File: config.mk
export PLATFORM = sky130hd
export DESIGN_NAME = iterative_multiplier
export DESIGN_NICKNAME = d
export VERILOG_FILES = /design/src/rtl/iterative_multiplier_pkg.sv /design/src/rtl/iterative_multiplier_row.sv /design/src/rtl/iterative_multiplier.sv
export SDC_FILE = /design/constraint.sdc
export NUM_CORES = 1
export LEC_CHECK = 0
export CAP_MARGIN = 20
export CORE_ASPECT_RATIO = 1.75
export CORE_MARGIN = 10
export CORE_UTILIZATION = 55
export CTS_BUF_LIST = sky130_fd_sc_hd__clkbuf_4 sky130_fd_sc_hd__clkbuf_8
export CTS_CLUSTER_DIAMETER = 50
export DETAILED_ROUTE_END_ITERATION = 8
export PLACE_DENSITY = 0.76
export SYNTH_ARGS = -nofsm -noshare
export SYNTH_HDL_FRONTEND = slang
export SYNTH_SLANG_ARGS = --single-unit
File: constraint.sdc
create_clock -name clk -period 11.06 [get_ports clk]
set_input_delay 1.659 -clock clk [delete_from_list [all_inputs] [get_ports clk]]
set_output_delay 1.659 -clock clk [all_outputs]
set_load 0.02 [all_outputs]
File: src/rtl/iterative_multiplier_pkg.sv
// Shared definitions for the iterative multiplier: FSM encoding, digit width
// and the 4x4 base multiplier cell.
package iterative_multiplier_pkg;

  localparam int MUL_DIGIT = 4;

  typedef enum logic [1:0] {
    MUL_IDLE = 2'd0,
    MUL_RUN  = 2'd1,
    MUL_DONE = 2'd2
  } mul_state_e;

  // 4x4 -> 8 unsigned base multiplier cell
  function automatic logic [7:0] base_mul4x4(input logic [3:0] x, input logic [3:0] y);
    base_mul4x4 = {4'd0, x} * {4'd0, y};
  endfunction

endpackage

File: src/rtl/iterative_multiplier_row.sv
// Combinational row: multiplicand times one 4-bit digit, assembled from
// WIDTH/4 base multiplier cells whose partials are shifted and summed.
module iterative_multiplier_row
  import iterative_multiplier_pkg::*;
#(
  parameter int WIDTH = 32
) (
  input  logic [WIDTH-1:0]     a,
  input  logic [MUL_DIGIT-1:0] digit,
  output logic [WIDTH+3:0]     row
);

  localparam int N = WIDTH / MUL_DIGIT;

  logic [7:0] part_s [N];

  for (genvar k = 0; k < N; k++) begin : g_cell
    assign part_s[k] = base_mul4x4(a[MUL_DIGIT*k +: MUL_DIGIT], digit);
  end

  // Sum the cell partials, cell k weighted by 2^(4k)
  always_comb begin
    row = '0;
    for (int k = 0; k < N; k++) begin
      row = row + ((WIDTH+4)'(part_s[k]) << (MUL_DIGIT * k));
    end
  end

endmodule

File: src/rtl/iterative_multiplier.sv
// Sequential unsigned WIDTH x WIDTH multiplier: one 4-bit digit of b per cycle,
// shifted row products accumulated into a 2*WIDTH register.
module iterative_multiplier
  import iterative_multiplier_pkg::*;
#(
  parameter int WIDTH = 32
) (
  input  logic               clk,
  input  logic               rst_n,
  input  logic               start,
  input  logic [WIDTH-1:0]   a,
  input  logic [WIDTH-1:0]   b,
  output logic               busy,
  output logic               done,
  output logic [2*WIDTH-1:0] result
);

  localparam int N     = WIDTH / MUL_DIGIT;
  localparam int CNT_W = (N > 1) ? $clog2(N) : 1;
  localparam logic [CNT_W-1:0] CNT_LAST = CNT_W'(N - 1);

  if ((WIDTH % MUL_DIGIT) != 0 || WIDTH < 8) begin : g_bad_width
    $error("iterative_multiplier: WIDTH=%0d must be a multiple of 4 and at least 8", WIDTH);
  end

  mul_state_e         state_q, state_d;
  logic [WIDTH-1:0]   a_q, a_d;
  logic [WIDTH-1:0]   b_q, b_d;
  logic [2*WIDTH-1:0] acc_q, acc_d;
  logic [CNT_W-1:0]   cnt_q, cnt_d;
  logic [2*WIDTH-1:0] result_q, result_d;
  logic               busy_q, busy_d;
  logic               done_q, done_d;

  logic [MUL_DIGIT-1:0] digit_s;
  logic [WIDTH+3:0]     row_s;
  logic [2*WIDTH-1:0]   sum_s;

  assign digit_s = b_q[{cnt_q, 2'b00} +: MUL_DIGIT];

  iterative_multiplier_row #(.WIDTH(WIDTH)) u_row (
    .a     (a_q),
    .digit (digit_s),
    .row   (row_s)
  );

  assign sum_s = acc_q + ((2*WIDTH)'(row_s) << {cnt_q, 2'b00});

  // Next-state, datapath and output decode
  always_comb begin
    state_d  = state_q;
    a_d      = a_q;
    b_d      = b_q;
    acc_d    = acc_q;
    cnt_d    = cnt_q;
    result_d = result_q;
    case (state_q)
      MUL_IDLE, MUL_DONE: begin
        if (start) begin
          a_d     = a;
          b_d     = b;
          acc_d   = '0;
          cnt_d   = '0;
          state_d = MUL_RUN;
        end else begin
          state_d = MUL_IDLE;
        end
      end
      MUL_RUN: begin
        acc_d = sum_s;
        if (cnt_q == CNT_LAST) begin
          cnt_d    = '0;
          result_d = sum_s;
          state_d  = MUL_DONE;
        end else begin
          cnt_d   = cnt_q + 1'b1;
          state_d = MUL_RUN;
        end
      end
      default: begin
        state_d = MUL_IDLE;
      end
    endcase
    busy_d = (state_d == MUL_RUN);
    done_d = (state_d == MUL_DONE);
  end

  // State and datapath registers
  always_ff @(posedge clk or negedge rst_n) begin
    if (!rst_n) begin
      state_q  <= MUL_IDLE;
      a_q      <= '0;
      b_q      <= '0;
      acc_q    <= '0;
      cnt_q    <= '0;
      result_q <= '0;
      busy_q   <= 1'b0;
      done_q   <= 1'b0;
    end else begin
      state_q  <= state_d;
      a_q      <= a_d;
      b_q      <= b_d;
      acc_q    <= acc_d;
      cnt_q    <= cnt_d;
      result_q <= result_d;
      busy_q   <= busy_d;
      done_q   <= done_d;
    end
  end

  assign busy   = busy_q;
  assign done   = done_q;
  assign result = result_q;

endmodule

==> impl_metrics.py, run 1 <==
metrics = {
    "outcome": {
        "outcome": "finished, final reports clean",
    },
    "clock_network": {
        "cts_setup_buffers": 0,
        "cts_max_path_buffers": 2,
        "cts_tree": "done",
        "clock_latency_ps": 550,
        "clkSinkCount": 199,
        "hold_buffers": 0,
        "numCtsBuffers": 17,
        "cts_max_level": 4,
        "root_buffer": "clkbuf_8",
        "ctsResizeCount": 0,
        "clk_pin_slew_ps": 120,
    },
    "critical_path": {
        "reg2reg_depth": 37,
        "critPathMaxStageDelay_ps": 550,
        "end_kind": "flip-flop",
        "start_kind": "flip-flop",
        "r2r-end": "result[54]",
        "r2r_slack_ps": 550,
        "path_class": "flip-flop to flip-flop",
        "crit_required_ps": 11510,
        "timing.rr.start": "cnt_q[0]",
        "crit_fanout": 28,
        "arrival_ps": 10960,
        "crit_slowest_cell": "dfrtp_2",
    },
    "sta": {
        "final.period_utilization": 0.951,
        "slew_violations": 0,
        "fin_worst_skew_ps": 20.1,
        "clock.fmax_ghz": 0.0951,
        "hold_viol": 0,
        "setup_tns_ps": 0,
        "fin_hold_ws_ps": 489,
        "worstMarginPinSlew_ps": 882,
        "max_slew_margin": 0.412,
        "period_needed_ps": 10510,
        "rsz0062_at_grt": "no",
        "setup_viol": 0,
    },
    "synthesis": {
        "synthArstFlopShare": 1.00,
        "synth_edf_count": 0,
        "synth-seq-cells": 199,
        "synthFlopType": "dfrtp_1",
        "avgSynthCellArea_sq_um": 8.41,
        "synthCells": 2131,
        "ys_warn_count": 0,
        "netlist_area_sq_um": 17900,
        "syn_nets": 2448,
        "yosysSeqAreaShare": 0.278,
        "synth_cell_types": 85,
    },
    "placement": {
        "place_congestion": 0.984,
        "port_buffers": 132,
        "dp_hpwl_um": 40300,
    },
    "global_route": {
        "overflow": 0,
        "grt_pass1_wl_um": 83000,
        "antenna_found_initial": 1,
        "first_global_vias": 16188,
        "grt_max_degree": 73,
        "grt_usage": 0.255,
    },
    "min_path": {
        "min_path_type": "flip-flop to flip-flop",
        "holdPathEnd": "result[49]",
        "worstHoldStart": "result[49]",
        "whs_path_depth": 2,
    },
    "finish": {
        "final_nets": 2519,
        "syn_to_final_growth_pct": 11.8,
        "final_core_util": 0.622,
        "nFillCells": 2856,
        "layout-drive-gt1-share": 0.0600,
    },
    "drt": {
        "totalWireLength_um": 51000,
        "drt_iter0_drc": 963,
        "antenna_left": 0,
        "drc_errors": 0,
        "viasPerCell": 5.91,
        "first_pass_iters": 5,
        "dr_total_vias": 15452,
        "wl_per_cell_um": 19.5,
    },
    "die": {
        "die_y_um": 259,
        "row_count": 87,
        "start_util": 0.556,
        "die_area_sq_um": 40500,
        "die_x_um": 156,
        "core_sq_um": 32200,
        "io_pins": 133,
    },
    "job": {
        "cap_violations": 0,
    },
}
==> cells in the final DEF (no fill, tap or decap), types with 5 or more instances in the layout <==
cell type | synthesis | final
nand2_1 | 457 | 457
ha_1 | 212 | 212
dfrtp_1 | 199 | 196
a21oi_1 | 150 | 150
clkdlybuf4s50_1 | 0 | 131
inv_1 | 127 | 127
nor2_1 | 90 | 89
and2_1 | 87 | 87
o21ai_0 | 82 | 82
xnor2_1 | 80 | 80
a22o_1 | 60 | 60
a21o_1 | 46 | 46
mux2_2 | 42 | 42
fa_1 | 38 | 38
xor2_1 | 36 | 36
mux2i_1 | 28 | 28
o21bai_1 | 27 | 27
nor3_1 | 23 | 23
nand3_1 | 23 | 23
nand4_1 | 20 | 20
clkbuf_8 | 0 | 18
buf_4 | 1 | 18
and3_1 | 17 | 17
o21a_1 | 14 | 14
a31oi_1 | 13 | 13
o31ai_1 | 13 | 13
nand2b_1 | 11 | 10
mux4_2 | 9 | 9
nor2b_1 | 11 | 9
o211ai_1 | 8 | 8
o22ai_1 | 8 | 8
a211oi_1 | 7 | 7
inv_6 | 0 | 7
or3_1 | 5 | 5
o2bb2ai_1 | 5 | 5
bufinv_16 | 0 | 5
==> sequential cells by signal, summed over array words and instances (netlist names) <==
name and count:
cnt_q 3, a_q 32, busy 1, state_q 2, b_q 32, acc_q 64
done 1, result 64
==> layout make-up <==
cell class	instances	area [sq um]	area share
Timing Repair Buffer	150	1460	0.0729
Sequential cell	199	4980	0.249
Multi-Input combinational cell	1703	12100	0.604
Clock inverter	15	255	0.0127
Inverter	131	492	0.0245
Antenna cell	1	2.50	0.000125
Clock buffer	17	234	0.0117
Tap cell	400	500	0.0250
==> critical path: cells and delay by family, from the launching register on <==
family	cells	cell delay (ps)
compound gates	16	4190
xor+xnor	2	380
fa+ha+maj	8	2990
buf+inv	2	370
flops	1	550
mux	1	550
simple gates	8	1370
==> kinds of logic (layout without fill, tap and decap cells) <==
group / count (synthesis) / count (layout) / synth area share
simple gates: 761 / 761 / 0.187
compound gates: 494 / 494 / 0.183
fa+ha+maj: 250 / 250 / 0.190
buf+inv: 229 / 313 / 0.0484
flops: 199 / 199 / 0.278
xor+xnor: 117 / 117 / 0.0576
mux: 81 / 81 / 0.0554
other cells: 0 / 1 / 0
==> per-stage QoR <==
step           instances  worst slack (ps)  cell area, sq um
2_1_floorplan       2131              1190             17900
3_3_place_gp        2583               713             19500
3_5_place_dp        2583               400             19500
4_1_cts             2615               351             20000
5_1_grt             2616              4.90             20000
6_report            2616               546             20000
==> how the worst max path moves through the flow <==
stage / end / slack [ps] / cells past startpoint / from
after floorplan: acc_q[62] / 1190 / 42 / cnt_q[1]
after global placement: acc_q[62] / 710 / 39 / cnt_q[0]
after detailed placement: result[54] / 400 / 37 / cnt_q[0]
after CTS: result[54] / 350 / 37 / cnt_q[0]
after global routing: result[54] / 5 / 38 / cnt_q[0]
final: result[54] / 550 / 37 / cnt_q[0]
==> layer usage <==
metal  track usage  part of all wire
met4         0.141             0.053
met2         0.472              0.54
met5             0                 0
met1         0.271              0.38
met3        0.0325             0.032
==> cell usage after synthesis (14+ instances only) <==
cell	instances	area share
a21o_1	46	0.019
a21oi_1	150	0.042
a22o_1	60	0.029
and2_1	87	0.030
and3_1	17	0.0059
clkbuf_1	84	0.018
dfrtp_1	199	0.28
fa_1	38	0.042
ha_1	212	0.15
inv_1	127	0.027
mux2_2	42	0.026
mux2i_1	28	0.016
nand2_1	457	0.096
nand3_1	23	0.0064
nand4_1	20	0.0070
nor2_1	90	0.019
nor3_1	23	0.0064
o21a_1	14	0.0059
o21ai_0	82	0.023
o21bai_1	27	0.011
xnor2_1	80	0.039
xor2_1	36	0.018
Power of run 1 is not shown: default switching activity piles up to over one toggle a cycle in this logic, so the estimate is an artifact.
==> run 2: changes to the inputs <==
- SLEW_MARGIN: unset -> 20
==> results of run 2 <==
No change in the layout: final DEF, timing and power equal those of run 1.
Power of run 2 is left out for the same reason.
==> run 3: changes to the inputs <==
- CAP_MARGIN: 20 -> unset
- clock period: 11.06 -> 11.8 ns (I/O delays scaled with it)
==> run 3 against run 2 <==
Global-route usage barely moved. Cell area shrank 0.37%. First-iteration DRC count shrank 4.8%. Flip-flop and latch count unchanged. Sequential share of layout area is 0.094 points higher. Clock skew hardly changed. Cell count hardly changed. Critical path depth is 1 higher. Hold slack worse by 6.3 ps. Die area did not move. Non-clock buffer count down 1. Maximum frequency is 4.5% lower. Critical path type unchanged.
==> impl_metrics.py, run 3 (same netlist as run 1, synthesis figures left out) <==
metrics = {
    "outcome": {
        "outcome": "finished, final reports clean",
    },
    "die": {
        "die_x_um": 156,
        "row_count": 87,
        "io_pins": 133,
        "die_area_sq_um": 40500,
        "core_sq_um": 32200,
        "die_y_um": 259,
        "start_util": 0.556,
    },
    "critical_path": {
        "arrival_ps": 11450,
        "crit_top_cell": "fa_1",
        "crit_required_ps": 12240,
        "start_kind": "flip-flop",
        "end_kind": "flip-flop",
        "path_delay_family": "adder cells",
        "path_class": "flip-flop to flip-flop",
        "worst-path-buf-inv": 1,
        "crit_fanout": 25,
        "critPathMaxStageDelay_ps": 560,
        "crit_slowest_cell": "dfrtp_2",
    },
    "global_route": {
        "grt_max_degree": 69,
        "grt_usage": 0.255,
        "grt_pass1_wl_um": 83400,
        "first_global_vias": 16210,
        "overflow": 0,
        "antenna_found_initial": 1,
    },
    "finish": {
        "layout-drive-gt1-share": 0.0592,
        "layout_common_cells": "nand2_1, ha_1, dfrtp_1, a21oi_1, clkdlybuf4s50_1",
        "nFillCells": 2819,
        "mostFrequentLayoutCell": "nand2_1",
        "syn_to_final_growth_pct": 11.4,
        "final_nets": 2518,
    },
    "sta": {
        "rsz0062_at_grt": "no",
        "fin_worst_skew_ps": 20.5,
        "period_needed_ps": 11010,
        "worstMarginPinSlew_ps": 889,
        "slew_violations": 0,
        "clock.fmax_ghz": 0.0909,
        "setup_tns_ps": 0,
        "hold_viol": 0,
        "setup_viol": 0,
        "final.period_utilization": 0.933,
        "max_slew_margin": 0.408,
    },
    "drt": {
        "viasPerCell": 5.95,
        "drt_iter0_drc": 917,
        "antenna_left": 0,
        "totalWireLength_um": 50800,
        "drc_errors": 0,
        "wl_per_cell_um": 19.4,
        "first_pass_iters": 7,
        "dr_total_vias": 15572,
    },
    "clock_network": {
        "numCtsBuffers": 17,
        "clk_pin_slew_ps": 120,
        "cts_max_level": 4,
        "cts_setup_buffers": 0,
        "hold_buffers": 0,
        "cts_tree": "done",
        "cts_max_path_buffers": 2,
        "ctsResizeCount": 0,
        "root_buffer": "clkbuf_8",
        "clkSinkCount": 199,
        "clock_latency_ps": 540,
    },
    "placement": {
        "place_congestion": 0.978,
        "port_buffers": 132,
        "dp_hpwl_um": 40200,
    },
    "job": {
        "cap_violations": 0,
    },
    "min_path": {
        "min_path_type": "flip-flop to flip-flop",
    },
}
run 3: changes by cell type in the layout (fill, tap and decap cells not counted):
cell	change
clkinv_4	+1
o41ai_1	+1
clkinv_8	+2
inv_6	-3
bufinv_16	-4
o41ai_2	-1
buf_4	-1
inv_8	+4
run 3: per-layer routing:
metal,vias to the layer above,share of wire,routed length [um],GRT usage
li1,7533,-,-,-
met1,7535,0.37,18900,0.269
met2,385,0.54,27500,0.478
met3,119,0.040,2020,0.0393
met4,0,0.047,2370,0.123
met5,-,0,0,0
run 3: per-stage QoR:
stage               instance area [sq um]  worst slack [ps]  utilization  cells  hold slack (ps)
global placement                    19500              1130        0.606   2582              454
global route                        20000              61.3        0.620   2615              499
CTS                                 20000               784        0.620   2614              486
detailed placement                  19500               815        0.606   2582              458
floorplan                           17900              1930            -   2131              440
finish                              20000               795        0.620   2615              483
run 3: worst paths after layout:
kind | slack [ps] | depth (start not counted) | end | start
worst max-delay path | 790 | 38 | result[60] | cnt_q[0]
worst min-delay path | 480 | 2 | b_q[23] | b_q[23]
worst max register to register | 790 | 38 | result[60] | cnt_q[0]
worst min register to register | 480 | 2 | b_q[23] | b_q[23]
max in group asynchronous | 8410 | 3 | cnt_q[0] | rst_n
min in group asynchronous | 1200 | 1 | result[21] | rst_n
run 3: worst register-to-register path, delay by kind of cell, from the launching register on:
family	cells	cell delay (ps)
xor gates and xnor gates	3	510
and+or+nand+nor	9	2500
adders and majority gates	7	3060
buffers and inverters	1	70
AOI/OAI and AO/OA	14	2920
muxes	4	1290
DFF	1	560
run 3: area by class of cell:
cell class                 count  area (sq um)  share of cell area
multi-input combinational   1703         12100               0.606
clock buffer                  17           234              0.0117
sequential                   199          4980               0.250
tap                          400           500              0.0251
clock inverter                15           195             0.00978
inverter                     131           492              0.0246
antenna                        1          2.50            0.000125
timing repair buffer         149          1450              0.0728
Power of run 3 is left out for the same reason.
